$ cat config.mk
export PLATFORM = sky130hd
export DESIGN_NAME = seq_comparator
export DESIGN_NICKNAME = d
export VERILOG_FILES = /design/src/rtl/cmp_pkg.sv /design/src/rtl/cmp_slice.sv /design/src/rtl/seq_comparator.sv
export SDC_FILE = /design/constraint.sdc
export NUM_CORES = 1
export LEC_CHECK = 0
export ABC_CLOCK_PERIOD_IN_PS = 2900
export CORE_UTILIZATION = 30
export CTS_CLUSTER_SIZE = 10
export DETAILED_ROUTE_END_ITERATION = 16
export GPL_ROUTABILITY_DRIVEN = 1
export RECOVER_POWER = 25
export SYNTH_ARGS = -nofsm -noshare
export SYNTH_HDL_FRONTEND = slang
export SYNTH_SLANG_ARGS = --single-unit
$ cat constraint.sdc
create_clock -name clk -period 2.9 [get_ports clk]
set_input_delay 0.725 -clock clk [delete_from_list [all_inputs] [get_ports clk]]
set_output_delay 0.725 -clock clk [all_outputs]
set_load 0.01 [all_outputs]
$ cat src/rtl/cmp_pkg.sv
// Shared comparison definitions: predicate codes, FSM encoding and the
// predicate-from-flags mapping reused by the branch unit.
package cmp_pkg;

    localparam logic [2:0] CMP_EQ = 3'd0;
    localparam logic [2:0] CMP_NE = 3'd1;
    localparam logic [2:0] CMP_LT = 3'd2;
    localparam logic [2:0] CMP_LE = 3'd3;
    localparam logic [2:0] CMP_GT = 3'd4;
    localparam logic [2:0] CMP_GE = 3'd5;

    typedef enum logic [1:0] {
        ST_IDLE = 2'd0,
        ST_BUSY = 2'd1,
        ST_DONE = 2'd2
    } cmp_state_e;

    // Reserved codes 6/7 fall through to EQ.
    function automatic logic cmp_result(input logic [2:0] op,
                                        input logic      sign_f,
                                        input logic      zero_f);
        logic res;
        case (op)
            CMP_NE:  res = !zero_f;
            CMP_LT:  res = sign_f;
            CMP_LE:  res = sign_f | zero_f;
            CMP_GT:  res = !(sign_f | zero_f);
            CMP_GE:  res = !sign_f;
            default: res = zero_f;
        endcase
        return res;
    endfunction

endpackage

$ cat src/rtl/cmp_slice.sv
// Combinational unsigned compare of one operand slice; zero latency.
module cmp_slice #(
    parameter int W = 4
) (
    input  logic [W-1:0] i_a,
    input  logic [W-1:0] i_b,
    output logic         o_lt,
    output logic         o_eq
);

    assign o_lt = (i_a < i_b);
    assign o_eq = (i_a == i_b);

endmodule

$ cat src/rtl/seq_comparator.sv
// MSB-first slice-serial comparator; result_valid 1..NSLICE cycles after accept,
// early exit on first differing slice. start is ignored while busy.
module seq_comparator
    import cmp_pkg::*;
#(
    parameter int WIDTH = 20,
    parameter int SLICE = 4
) (
    input  logic             clk,
    input  logic             rst_n,
    input  logic             start,
    input  logic [2:0]       op,
    input  logic             is_signed,
    input  logic [WIDTH-1:0] register_A,
    input  logic [WIDTH-1:0] register_B,
    output logic             ready,
    output logic             busy,
    output logic             result_valid,
    output logic             result,
    output logic             sign_flag,
    output logic             zero_flag
);

    localparam int NSLICE = WIDTH / SLICE;
    localparam int IDXW   = (NSLICE > 1) ? $clog2(NSLICE) : 1;

    if (WIDTH % SLICE != 0) begin : g_bad_width
        $error("seq_comparator: WIDTH must be a multiple of SLICE");
    end

    cmp_state_e       r_state;
    cmp_state_e       w_state_nxt;
    logic [IDXW-1:0]  r_idx;
    logic [WIDTH-1:0] r_a;
    logic [WIDTH-1:0] r_b;
    logic [2:0]       r_op;
    logic             r_result;
    logic             r_sign;
    logic             r_zero;

    logic [SLICE-1:0] w_a_sl;
    logic [SLICE-1:0] w_b_sl;
    logic             w_lt;
    logic             w_eq;
    logic             w_last;
    logic             w_decide;
    logic             w_accept;
    logic [WIDTH-1:0] w_msb_flip;

    assign ready        = (r_state == ST_IDLE) || (r_state == ST_DONE);
    assign busy         = (r_state == ST_BUSY);
    assign result_valid = (r_state == ST_DONE);
    assign result       = r_result;
    assign sign_flag    = r_sign;
    assign zero_flag    = r_zero;

    assign w_accept   = start && ready;
    assign w_last     = (r_idx == IDXW'(NSLICE - 1));
    assign w_decide   = !w_eq || w_last;
    // Flipping the sign bits maps two's-complement order onto unsigned order.
    assign w_msb_flip = {is_signed, {(WIDTH-1){1'b0}}};

    always_comb begin
        w_a_sl = '0;
        w_b_sl = '0;
        for (int i = 0; i < NSLICE; i++) begin
            if (r_idx == IDXW'(i)) begin
                w_a_sl = r_a[WIDTH-1-i*SLICE -: SLICE];
                w_b_sl = r_b[WIDTH-1-i*SLICE -: SLICE];
            end
        end
    end

    cmp_slice #(.W(SLICE)) u_slice (
        .i_a  (w_a_sl),
        .i_b  (w_b_sl),
        .o_lt (w_lt),
        .o_eq (w_eq)
    );

    always_ff @(posedge clk or negedge rst_n) begin
        if (!rst_n) begin
            r_state <= ST_IDLE;
        end else begin
            r_state <= w_state_nxt;
        end
    end

    always_comb begin
        w_state_nxt = r_state;
        case (r_state)
            ST_IDLE: if (start) w_state_nxt = ST_BUSY;
            ST_BUSY: if (w_decide) w_state_nxt = ST_DONE;
            ST_DONE: w_state_nxt = start ? ST_BUSY : ST_IDLE;
            default: w_state_nxt = ST_IDLE;
        endcase
    end

    always_ff @(posedge clk or negedge rst_n) begin
        if (!rst_n) begin
            r_idx    <= '0;
            r_a      <= '0;
            r_b      <= '0;
            r_op     <= CMP_EQ;
            r_result <= 1'b0;
            r_sign   <= 1'b0;
            r_zero   <= 1'b0;
        end else if (w_accept) begin
            r_idx    <= '0;
            r_a      <= register_A ^ w_msb_flip;
            r_b      <= register_B ^ w_msb_flip;
            r_op     <= op;
            r_result <= 1'b0;
            r_sign   <= 1'b0;
            r_zero   <= 1'b0;
        end else if (r_state == ST_BUSY) begin
            if (w_decide) begin
                // w_lt is 0 when all slices matched, so it doubles as sign_flag.
                r_sign   <= w_lt;
                r_zero   <= w_eq;
                r_result <= cmp_result(r_op, w_lt, w_eq);
            end else begin
                r_idx <= r_idx + IDXW'(1);
            end
        end
    end

endmodule

* Yosys cells after proc, flatten, opt, wreduce, memory -nomap -nowiden
Index checks and enable logic that the tools add are counted.
** Storage, ports and cells
- Register bits after elaboration :: 51
- Word-level logic and storage cells :: 68
- Latch bits :: 0
- Input port bits :: 47
- Bits in writable memories :: 0
- Memories :: 0
- Output and inout port bits :: 6
- Memory bits (read-only) :: 0
** Operators by class
- Bitwise logic cells :: 3
- Reduce and logical (&&, ||, !) cells :: 13
- Eq/ne operators :: 15
- Div/mod/pow operators :: 0
- $mul :: 0
- Shifts and indexed selects :: 0
- Order comparisons :: 1
- Add/sub/neg operators :: 1
- Muxes and demuxes :: 27
** Operator list (number)
- $mux 4 :: 10
- $xor 20x20->20 :: 2
- $eq 3x2->1 const B :: 4
- $mux 1 :: 10
- $eq 3x3->1 const B :: 3
- $mux 3 :: 3
- $eq 3x1->1 const B :: 2
- $pmux 2 s3 :: 1
- $reduce_and 2->1 :: 3
- $pmux 1 s5 :: 1
- $eq 4x4->1 :: 1
- $lt 4x4->1 :: 1
- $mux 2 :: 2
- $ne 2x1->1 const B :: 2
- $reduce_bool 2->1 :: 2
- $add 3x1->3 const B :: 1
- $logic_not 1->1 :: 3
- $logic_not 3->1 :: 1
- $eq 2x1->1 const B :: 1
- $eq 2x2->1 const B :: 1
- $logic_not 2->1 :: 1
- $logic_or 1x1->1 :: 2
- $ne 2x2->1 const B :: 1
- $logic_and 1x1->1 :: 1
- $or 1x1->1 :: 1

* Logic depth before layout (Yosys ltp)
- Depth in word-level cells :: 13
- Mapped depth :: 14
- Mapped depth without buffers :: 13

* By module
From an unflattened synthesis, not the netlist that was laid out.
** Second synthesis, totals
- Cell total of the unflattened synthesis :: 320
- Area total of the unflattened synthesis :: 2592.5 µm²
** Modules (own cells, without submodules)
- seq_comparator :: seq. area each 1276.2 µm², area each 2489.9 µm², times used 1, cells an instance 306
- cmp_slice :: seq. area each 0.0 µm², area each 102.6 µm², times used 1, cells an instance 14

* Worst setup path after synthesis
Ideal clock, no wire load.
- Path kind :: register -> register
- Start point :: register r_idx[0]
- End point :: register r_result, in the netlist result
- Library setup time :: 0.130 ns
- Cell stages (with the launch flop) :: 12
- Slack :: 0.156 ns
- Data required time :: 2.770 ns
- Arrival time :: 2.614 ns
- Cells stage by stage :: dfrtp_1 -> ha_1 -> ha_1 -> clkbuf_1 -> nor2_1 -> a221o_1 -> o21ai_1 -> ha_1 -> and4_4 -> a221o_1 -> a211oi_1 -> nor3_1
** On the way
- Cells in the longest elaborated chain, start to end :: 13
- Elaborated cells on any way between the ends :: 28
- Those cells by class :: 1 x order compare; 5 x eq/ne; 14 x mux; 1 x bitwise; 7 x reduce/logical
** RTL lines
- start, declared :: line seq_comparator.sv:33 : logic [IDXW-1:0] r_idx;
- start signal, assigned :: line seq_comparator.sv:123 : r_idx <= r_idx + IDXW'(1);
- $logic_not 3->1 :: line seq_comparator.sv:67 : if (r_idx == IDXW'(i)) begin
- $mux 4 (5 in a row) :: line seq_comparator.sv:67
- $lt 4x4->1 or $eq 4x4->1 (tied branches) :: line cmp_slice.sv:11, cmp_slice.sv:12
- $or 1x1->1 :: line cmp_pkg.sv:26, cmp_pkg.sv:27
- $logic_not 1->1 :: line cmp_pkg.sv:27 : CMP_GT: res = !(sign_f | zero_f);
- $pmux 1 s5 :: line cmp_pkg.sv:23 : case (op)
- $mux 1 :: line seq_comparator.sv:117 : if (w_decide) begin
- $mux 1 :: line seq_comparator.sv:116 : end else if (r_state == ST_BUSY) begin
- $mux 1 :: line seq_comparator.sv:108 : end else if (w_accept) begin
- end signal, assigned :: line seq_comparator.sv:121 : r_result <= cmp_result(r_op, w_lt, w_eq);
- end, declared :: line seq_comparator.sv:37 : logic r_result;
Parallel ways exist; a longest one is shown, timed or not. The select of a mux whose other input is x is not followed.
A chain may end at the register's enable or synchronous reset.

* Final worst setup path
- Start point :: register r_idx[1]
- End point :: register r_idx[1]
** On the way
- Cells in the longest elaborated chain, start to end :: 11
- Elaborated cells on any way between the ends :: 24
- Those cells by class :: 1 x add/sub; 6 x eq/ne; 13 x mux; 4 x reduce/logical
** RTL lines
- $logic_not 3->1 :: line seq_comparator.sv:67
- $mux 4 (5 in a row) :: line seq_comparator.sv:67
- $eq 4x4->1 :: line cmp_slice.sv:12 : assign o_eq = (i_a == i_b);
- $logic_not 1->1 :: line seq_comparator.sv:59 : assign w_decide = !w_eq || w_last;
- $logic_or 1x1->1 :: line seq_comparator.sv:59
- $ne 2x1->1 (no source line)
- $reduce_and 2->1 (no source line)
Parallel ways exist; a longest one is shown, timed or not. The select of a mux whose other input is x is not followed.

==> summary.md <==
| Metric | Value |
|---|---|
| Largest net degree at the start of global routing | `47` |
| Clk root buf | `clkbuf_8` |
| CTS tree | `built` |
| Outcome | `complete, no violations` |
| Peak VDD IR | `between 0.2 and 0.25 mV` |
| Post-Route WL | `6.07 mm` |
| Row cnt | `33` |
| Worst Setup Start Kind | `flop` |
| Final Max Slew Viols | `0` |
| Layout Nets | `slightly above 400` |
| Power Density | `around 860 mW/mm²` |
| GR Overflow Total | `0` |
| Reg2reg end | `r_idx[1]` |
| Register area share after synthesis | `0.506` |
| Area Overhead vs Synth | `35.6%` |
| Ant diodes | `0` |
| Layout Cells excl Fill | `approximately 460` |
| # placed instances | `between 400 and 500` |
| Max cap viols | `0` |
| DR WL/cell | `~13 µm` |
| Die Wd | `about 94 µm` |
| Htree depth | `2` |
| Drt pass-1 iters | `4` |
| Most frequent cells in the layout | `nand2_1 (132), clkdlybuf4s50_1 (51), dfrtp_1 (50)` |
| Die area | `a little under 0.009 mm²` |
| First-pass GRT wire length | `about 10 mm` |
| Ys async rst share | `1.00` |
| Layout fillers | `843` |
| Max Clock Freq | `350 MHz` |
| Leak pwr | `1.60 nW` |
| Multi-input gate area | `about 0.0013 mm²` |
| Initial core utilization | `0.308` |
| Layout cell share with drive strength beyond 1 | `0.127` |
| Clock sink count | `51` |
| Commonest non-fill, non-tap cell in the layout | `nand2_1` |
| Clk slew on worst S/H paths | `roughly 0.090 ns` |
| Vias per inst | `roughly 4.7` |
| Syn avg cell area | `8.54 µm²` |
| Total Power | `about 2.9 mW` |
| Core area | `slightly above 0.008 mm²` |
| Final core utilization | `0.418` |
| Die height | `93.7 µm` |
| Clock skew | `~0.0097 ns` |
| Slew margin rel. | `0.388` |
| Post-Syn Nets | `around 350` |
| Reg area | `~0.0013 mm²` |
| Worst Path Arrival | `between 3 and 4 ns` |
| DRC errors left | `0` |
| DP HPWL | `~4.3 mm` |
| Post-synth cell types | `35` |
| Worst Path Required | `around 3.1 ns` |
| Gpl congestion | `roughly 0.79` |
| Flops & latches, synth | `51` |
| Main synth FF type | `dfrtp_1` |
| Yosys Warn Count | `0` |
| Worst hold path class | `input port to async pin` |
| Critical setup path kind | `flop to flop` |
| Setup-failing EPs final | `0` |
| Reg2reg setup slack | `about 0.047 ns` |
| Fin. Hold Viols | `0` |
| Final ANT Viol Nets | `0` |
| Min cycle time layout | `between 2 and 3 ns` |
| PortBufs | `52` |
| Min Hold Slack | `0.485 ns` |
| Fin crit share | `0.984` |
| Iteration-0 DRC Markers | `60` |
| Post-synth EDFFs | `0` |
| Clk_lat worst skew | `approximately 0.31 ns` |
| Worst R2R Path Depth | `13` |
| Synth Instances | `295` |
| Number of global-route vias before repair | `between 2000 and 2500` |
| Worst-path fanout max | `6` |
| CP endpoint kind | `flop` |
| Tot GR Track Use | `0.147` |
| RR Startpoint | `r_idx[1]` |
| Tightest Pin Transition | `slightly above 0.9 ns` |
| Synth Cell Area | `around 0.0025 mm²` |
| I/O Pins | `53` |
| Clock Tree Buf Depth | `2` |
| RSZ-0062 raised after global routing | `yes` |
| Initial antenna violation count | `0` |
| Total clock buffers created by CTS | `5` |
| Via count | `2139` |
[cell usage after synthesis, types with 2 or more instances]
library cell	n	share of area
nand2b_1	2	0.0050
a221oi_1	4	0.014
a211oi_1	2	0.0060
nand2_1	132	0.20
inv_1	6	0.0089
a21oi_1	8	0.016
buf_2	4	0.0079
nor2b_1	5	0.012
xnor2_1	3	0.010
nor2_1	13	0.019
o21ai_1	8	0.016
ha_1	9	0.045
a221o_1	5	0.020
a22oi_1	5	0.015
and3b_1	4	0.014
clkbuf_1	2	0.0030
nor3_1	2	0.0040
buf_1	6	0.0089
dfrtp_1	51	0.51
o21ai_0	8	0.016
nand3_1	2	0.0040
[power breakdown]
group / switching, mW / internal, mW / total (mW) / leakage (nW)
combinational: 0.649 / 0.599 / 1.25 / 0.914
clock: 0.221 / 0.253 / 0.474 / 0.0513
sequential: 0.224 / 0.998 / 1.22 / 0.633
[state kept, by name, summed over array words and instances, names as in the netlist]
signal,flops
r_idx,3
r_a,20
r_op,3
r_state,2
sign_flag,1
r_b,20
result,1
zero_flag,1
[area by class of cell]
| cell class | instances | share of cell area |
|---|---|---|
| inverters | 6 | 0.00659 |
| flip-flops and latches | 51 | 0.374 |
| multi-input cells | 224 | 0.371 |
| clock inverters | 1 | 0.00879 |
| repair buffers | 65 | 0.180 |
| clock buffers | 6 | 0.0212 |
| well taps | 105 | 0.0384 |
[per-stage QoR]
| step | area, µm² | setup TNS (ns) | setup slack [ns] |
|---|---|---|---|
| after floorplan | 2520 | 0 | 0.156 |
| after global placement | 3150 | 0 | 0.0547 |
| after detailed placement | 3150 | -0.0126 | -0.0126 |
| after CTS | 3270 | 0 | 0.0119 |
| after global routing | 3420 | -0.200 | -0.101 |
| final | 3420 | 0 | 0.0468 |
[cell families after synthesis]
family          share of synthesized area
buf+inv                            0.0362
flops                               0.506
mux                               0.00397
fa+ha+maj                          0.0447
compound gates                      0.115
simple gates                        0.283
xor+xnor                           0.0104
[critical path: stages (launching register included)]
cell      delay, ns
dfrtp_1        0.41
inv_2          0.09
ha_4           0.19
buf_6          0.13
buf_6          0.12
a22oi_2        0.19
o21ai_2        0.08
a221oi_2       0.21
nor2_1         0.09
ha_1           0.34
nand4_1        0.19
nor3_4         0.39
mux2i_1        0.23
nor2_1         0.07
[routing by layer]
metal | GRT usage | vias to the layer above | part of all wire
met2 | 0.244 | 45 | 0.48
met5 | 0 | - | 0
met4 | 0.0513 | 0 | 0.015
met3 | 0.0332 | 8 | 0.044
li1 | - | 1085 | -
met1 | 0.189 | 1001 | 0.46
[worst max path at each step]
stage	from	end	slack [ns]	cells past startpoint
6_report	r_idx[1]	r_idx[1]	0.05	13
4_1_cts	r_idx[0]	result	0.01	11
3_3_place_gp	r_idx[0]	result	0.05	12
2_1_floorplan	r_idx[0]	result	0.16	11
5_1_grt	r_idx[1]	result	-0.10	13
3_5_place_dp	r_idx[0]	result	-0.01	12
[what timing repair did]
action / in CTS / in global routing
endpoints found under the setup margin: 1 / 6
pin swaps: 0 / 16
gates resized for setup: 2 / 29
setup buffers: 1 / 5
hold buffers: 0 / 0
Power figures use the tool's default switching activity.
==> RTL change 1 (same settings) <==
Put one more register stage on the output `zero_flag`, cleared by the reset. The value now appears one clock later. The other outputs are not delayed to match.
--- a/src/rtl/seq_comparator.sv
+++ b/src/rtl/seq_comparator.sv
@@ -54,3 +54,9 @@
     assign sign_flag    = r_sign;
-    assign zero_flag    = r_zero;
+    always_ff @(posedge clk or negedge rst_n) begin
+        if (!rst_n) begin
+            zero_flag <= '0;
+        end else begin
+            zero_flag <= r_zero;
+        end
+    end
 
Formal check against the unedited RTL: not equivalent (a bounded check fails within 10 cycles, from zero or initial values and one cycle with rst_n low).
==> RTL change 1 against the unedited design <==
Final area shrank 1.9%; non-clock buffer count shrank 2; routed wire length shrank 1.0%; power shrank 4.9%; sequential cell count grew 1; area after synthesis grew 2.5%; clock power shrank 2%; fmax grew 4.4%; setup slack gained 0.12 ns.
==> RTL change 1: results (changes against the unedited design) <==
Overall Global Routing Usage=14.3% (-0.41 points); Clock power frac=16.6% (+0.5 points); Synth cell types=29 (-17%); global-route wire length before repair=10,000 um (+2.0%); leak pwr=1.58 nW (-1.4%); Worst EP arrival=2.93 ns (-0.11 ns); grt met2 use=23.9% (-0.47 points); post-synthesis mux area share=0% (-0.40 points); Hold Crit Depth=0; sw power=1.03 mW (-5.5%); syn_area_per_cell=8.20 um2 (-4.0%); Warnings, synthesis=0 (unchanged); Sink Count=52 (+2.0%); Worst Skew=0.00890 ns (-0.000765 ns); Synth Area in XOR/XNOR=1.02% (-0.025 points); invs w/o clock=8 (+2); status=finished, final reports clean; DRT iter0 DRCs=73 (+22%); fill count=872 (+3.4%); Adder-Cell Fraction of Synth Area=4.36% (-0.11 points); share of cells above drive strength 1=7.65% (-5.1 points); Syn Nets=371 (+5.7%); via count=2,197 (+2.7%); vias in the first global route=2,134 (+3.2%); complex-gate fraction of the synthesized area=12.6% (+1.1 points); sequential share of cell area=38.8% (+1.4 points); largest net degree at the start of global routing=48 (+2.1%); r2r endpoint=result; Multi-input gate area=1190 um2 (-5.8%); Worst R2R Setup Slack=0.17 ns (+0.12 ns); synth cell count leaders=nand2_1, dfrtp_1, a21oi_1; clk tree area frac=2.95% (-0.055 points); Comb. pwr=1.12 mW (-10%); Worst-Margin Slew=1.28 ns (+0.364 ns); cell family with most CP delay=compound AO/OA/AOI/OAI gates; reg2reg start=r_idx[0]; nets=423 (+3.4%); vias per cell=4.66 (-0.12%); WL met2=2920 um (+0.52%); r2r worst-path depth=12 (-1); gp weighted congestion=0.804 (+2.1%); Seq/Total Area, Yosys=50.4% (-0.26 points); critical path fanouts, max=8 (+2); Non-clock buffers=63 (-3.1%); IR drop worst, VDD=0.256 mV (+3.0%); drt wl/cell=12.8 um (-3.7%); Tightest Hold Check Type=register to register; multi-input logic cell count=237 (+5.8%); met3 Usage GRT=2.50% (-0.82 points); layout clock buffer count=5 (-1); Non-clock buffer share=17.8% (-0.18 points); Met1 Wirelength=2830 um (+0.86%); hpwl dp=4460 um (+2.9%); Top Registers=r_a x20, r_b x20
## RTL change 1: cell count changes after synthesis, moves of 4 or more
cell / unedited run / this run
nand2_1: 132 / 141
o21ai_1: 8 / 4
clkbuf_1: 2 / 12
a21oi_1: 8 / 36
a22oi_1: 5 / 0
nand3b_1: 0 / 9
buf_1: 6 / 2
nor2_1: 13 / 4
a221o_1: 5 / 0
a221oi_1: 4 / 0
o21a_1: 0 / 4
and3b_1: 4 / 0
## RTL change 1: what timing repair did
action                     4_1_cts  5_1_grt
setup endpoints to repair        0        6
hold buffers                     0        0
setup buffers                    0        2
gates resized for setup          0        9
## RTL change 1: stage by stage
step | total power [mW] | area [um2] | hold WS (ns) | setup slack [ns]
finish | 2.80 | 3350 | 0.380 | 0.168
global route | 3.04 | 3350 | 0.394 | 0.00627
CTS | 2.82 | 3340 | 0.385 | 0.0601
detailed placement | 2.34 | 3240 | 0.367 | 0.0732
global placement | 2.30 | 3240 | 0.370 | 0.216
floorplan | 1.93 | 2580 | 0.354 | 0.0860
==> RTL change 2 (config.mk and constraints unchanged) <==
Without the edit above. The parameter `WIDTH` goes from 20 to 40.
--- a/src/rtl/seq_comparator.sv
+++ b/src/rtl/seq_comparator.sv
@@ -5,3 +5,3 @@
 #(
-    parameter int WIDTH = 20,
+    parameter int WIDTH = 40,
     parameter int SLICE = 4
Interface: changed (resized register_A and register_B); port bits go from 53 to 93. The function was not compared with the original's and may differ.
==> RTL change 2 against the unedited design <==
Fmax is 2.9% lower; sequential cell count is 41 higher; area after synthesis increased by 78%; power is 99% higher; synthesized cell count up 86%; the run now ends with setup timing left; setup slack worse by 0.086 ns; final area is 90% higher; via count is 93% higher; routed wire length increased by 120%.
==> RTL change 2: results (changes against the unedited design) <==
Worst EP arrival=3.15 ns (+0.11 ns); Num CTS Buffers=9 (+4); nets=769 (+88%); failing checks=setup timing; vias in the first global route=4,033 (+95%); final cell count without fillers=863 (+88%); post-synthesis mux area share=0.447% (+0.050 points); syn_area_per_cell=8.14 um2 (-4.8%); Seq/Total Area, Yosys=51.5% (+0.81 points); PortBufs=92 (+77%); via count=4,126 (+93%); synth top area cells=dfrtp_1, nand2_1, a21oi_1; global-route wire length before repair=20,500 um (+110%); Int Power=3.75 mW (+100%); clk slew on worst S/H paths=0.06 ns (-0.03 ns); Place WS=-0.163 ns (-0.150 ns); peak per-stage delay on the critical path=0.45 ns (+0.04 ns); Clock Latency Late Sink=0.35 ns (+0.04 ns); critical path fanouts, max=5 (-1); reg2reg start=r_idx[0]; hpwl dp=9530 um (+120%); Setup Viol. Count Final=1 (+1); gp weighted congestion=0.919 (+17%); CTS H-tree depth=3 (+1); DRT iter0 DRCs=301 (+400%); Syn Nets=645 (+84%); Top Registers=r_a x40, r_b x40, r_idx x4; CP max-delay cell=dfrtp_2; IR drop worst, VDD=0.379 mV (+52%); Adder-Cell Fraction of Synth Area=2.24% (-2.2 points); Worst-Margin Slew=1.19 ns (+0.270 ns); Cells after DPL=837 (+88%); largest net degree at the start of global routing=54 (+15%); synth cell count leaders=nand2_1, dfrtp_1, a21oi_1; share of cells above drive strength 1=16.5% (+3.7 points); Synth cell types=38 (+8.6%); Tightest Hold Check Type=register to register; Synth Area in XOR/XNOR=0.979% (-0.064 points); CTS root buf=clkbuf_16; final worst-path setup slack=-0.0389 ns (-0.0858 ns); Min Hold Slack=0.482 ns (-0.00245 ns); Overall Global Routing Usage=17.7% (+3.0 points); status=finished with violations
==> RTL change 2: cell types whose count changed in the layout (fill, tap and decap cells not counted), moves of 7 or more <==
cell	change
nand2_1	+117
dfrtp_1	+41
clkdlybuf4s50_1	+40
buf_4	+36
a21oi_1	+19
clkbuf_16	+10
o21ai_0	+8
nand3b_1	+7
==> RTL change 2: layer usage <==
| metal | vias up | track usage [%] | wire (um) |
|---|---|---|---|
| met4 | 0 | 5.51 | 263 |
| met1 | 1948 | 23.3 | 6100 |
| met3 | 19 | 4.21 | 647 |
| met2 | 116 | 28.8 | 6280 |
| li1 | 2043 | - | - |
| met5 | - | 0 | 0 |
==> RTL change 2: cell families after synthesis <==
kind of cell,Yosys count
compound gates,94
xor+xnor,5
fa+ha+maj,8
buf+inv,47
flops,92
mux,2
simple gates,302
==> RTL change 2: area by class of cell <==
type,instances,area (um2)
tap,184,230
multi-input combinational,411,2180
inverter,14,56.3
clock inverter,5,83.8
timing repair buffer,146,1380
sequential,92,2300
clock buffer,11,253
fill,1476,8050
==> RTL change 2: tightest hold or removal path, cell delays in order (launching register included) <==
cell	delay (ns)
dfrtp_1	0.35
nand2_1	0.05
nand2_1	0.05
==> RTL change 2: power by group through the flow <==
stage | combinational, mW | sequential [mW] | clock (mW)
after CTS | 2.16 | 2.16 | 1.33
after global routing | 2.70 | 2.22 | 1.37
after global placement | 2.06 | 2.16 | 0
final | 2.41 | 2.17 | 1.29
after detailed placement | 2.10 | 2.17 | 0
after floorplan | 1.33 | 2.02 | 0
==> RTL change 2: repair_timing <==
action,4_1_cts,5_1_grt
buffers inserted,2,8
gates cloned,0,1
setup endpoints to repair,8,8
pin swaps,6,23
gates resized for setup,14,39
==> RTL change 2: stage by stage <==
stage	total power, mW	setup TNS [ns]
2_1_floorplan	3.35	0
3_3_place_gp	4.22	-0.910
3_5_place_dp	4.27	-0.814
4_1_cts	5.64	0
5_1_grt	6.30	-0.742
6_report	5.87	-0.0389
==> RTL change 2: how the worst max path moves through the flow <==
stage / end / cells past startpoint / start
3_5_place_dp: zero_flag / 14 / r_idx[0]
2_1_floorplan: r_idx[3] / 13 / r_idx[0]
4_1_cts: result / 14 / r_idx[1]
6_report: r_idx[1] / 13 / r_idx[0]
5_1_grt: r_idx[1] / 13 / r_idx[0]
3_3_place_gp: result / 14 / r_idx[0]
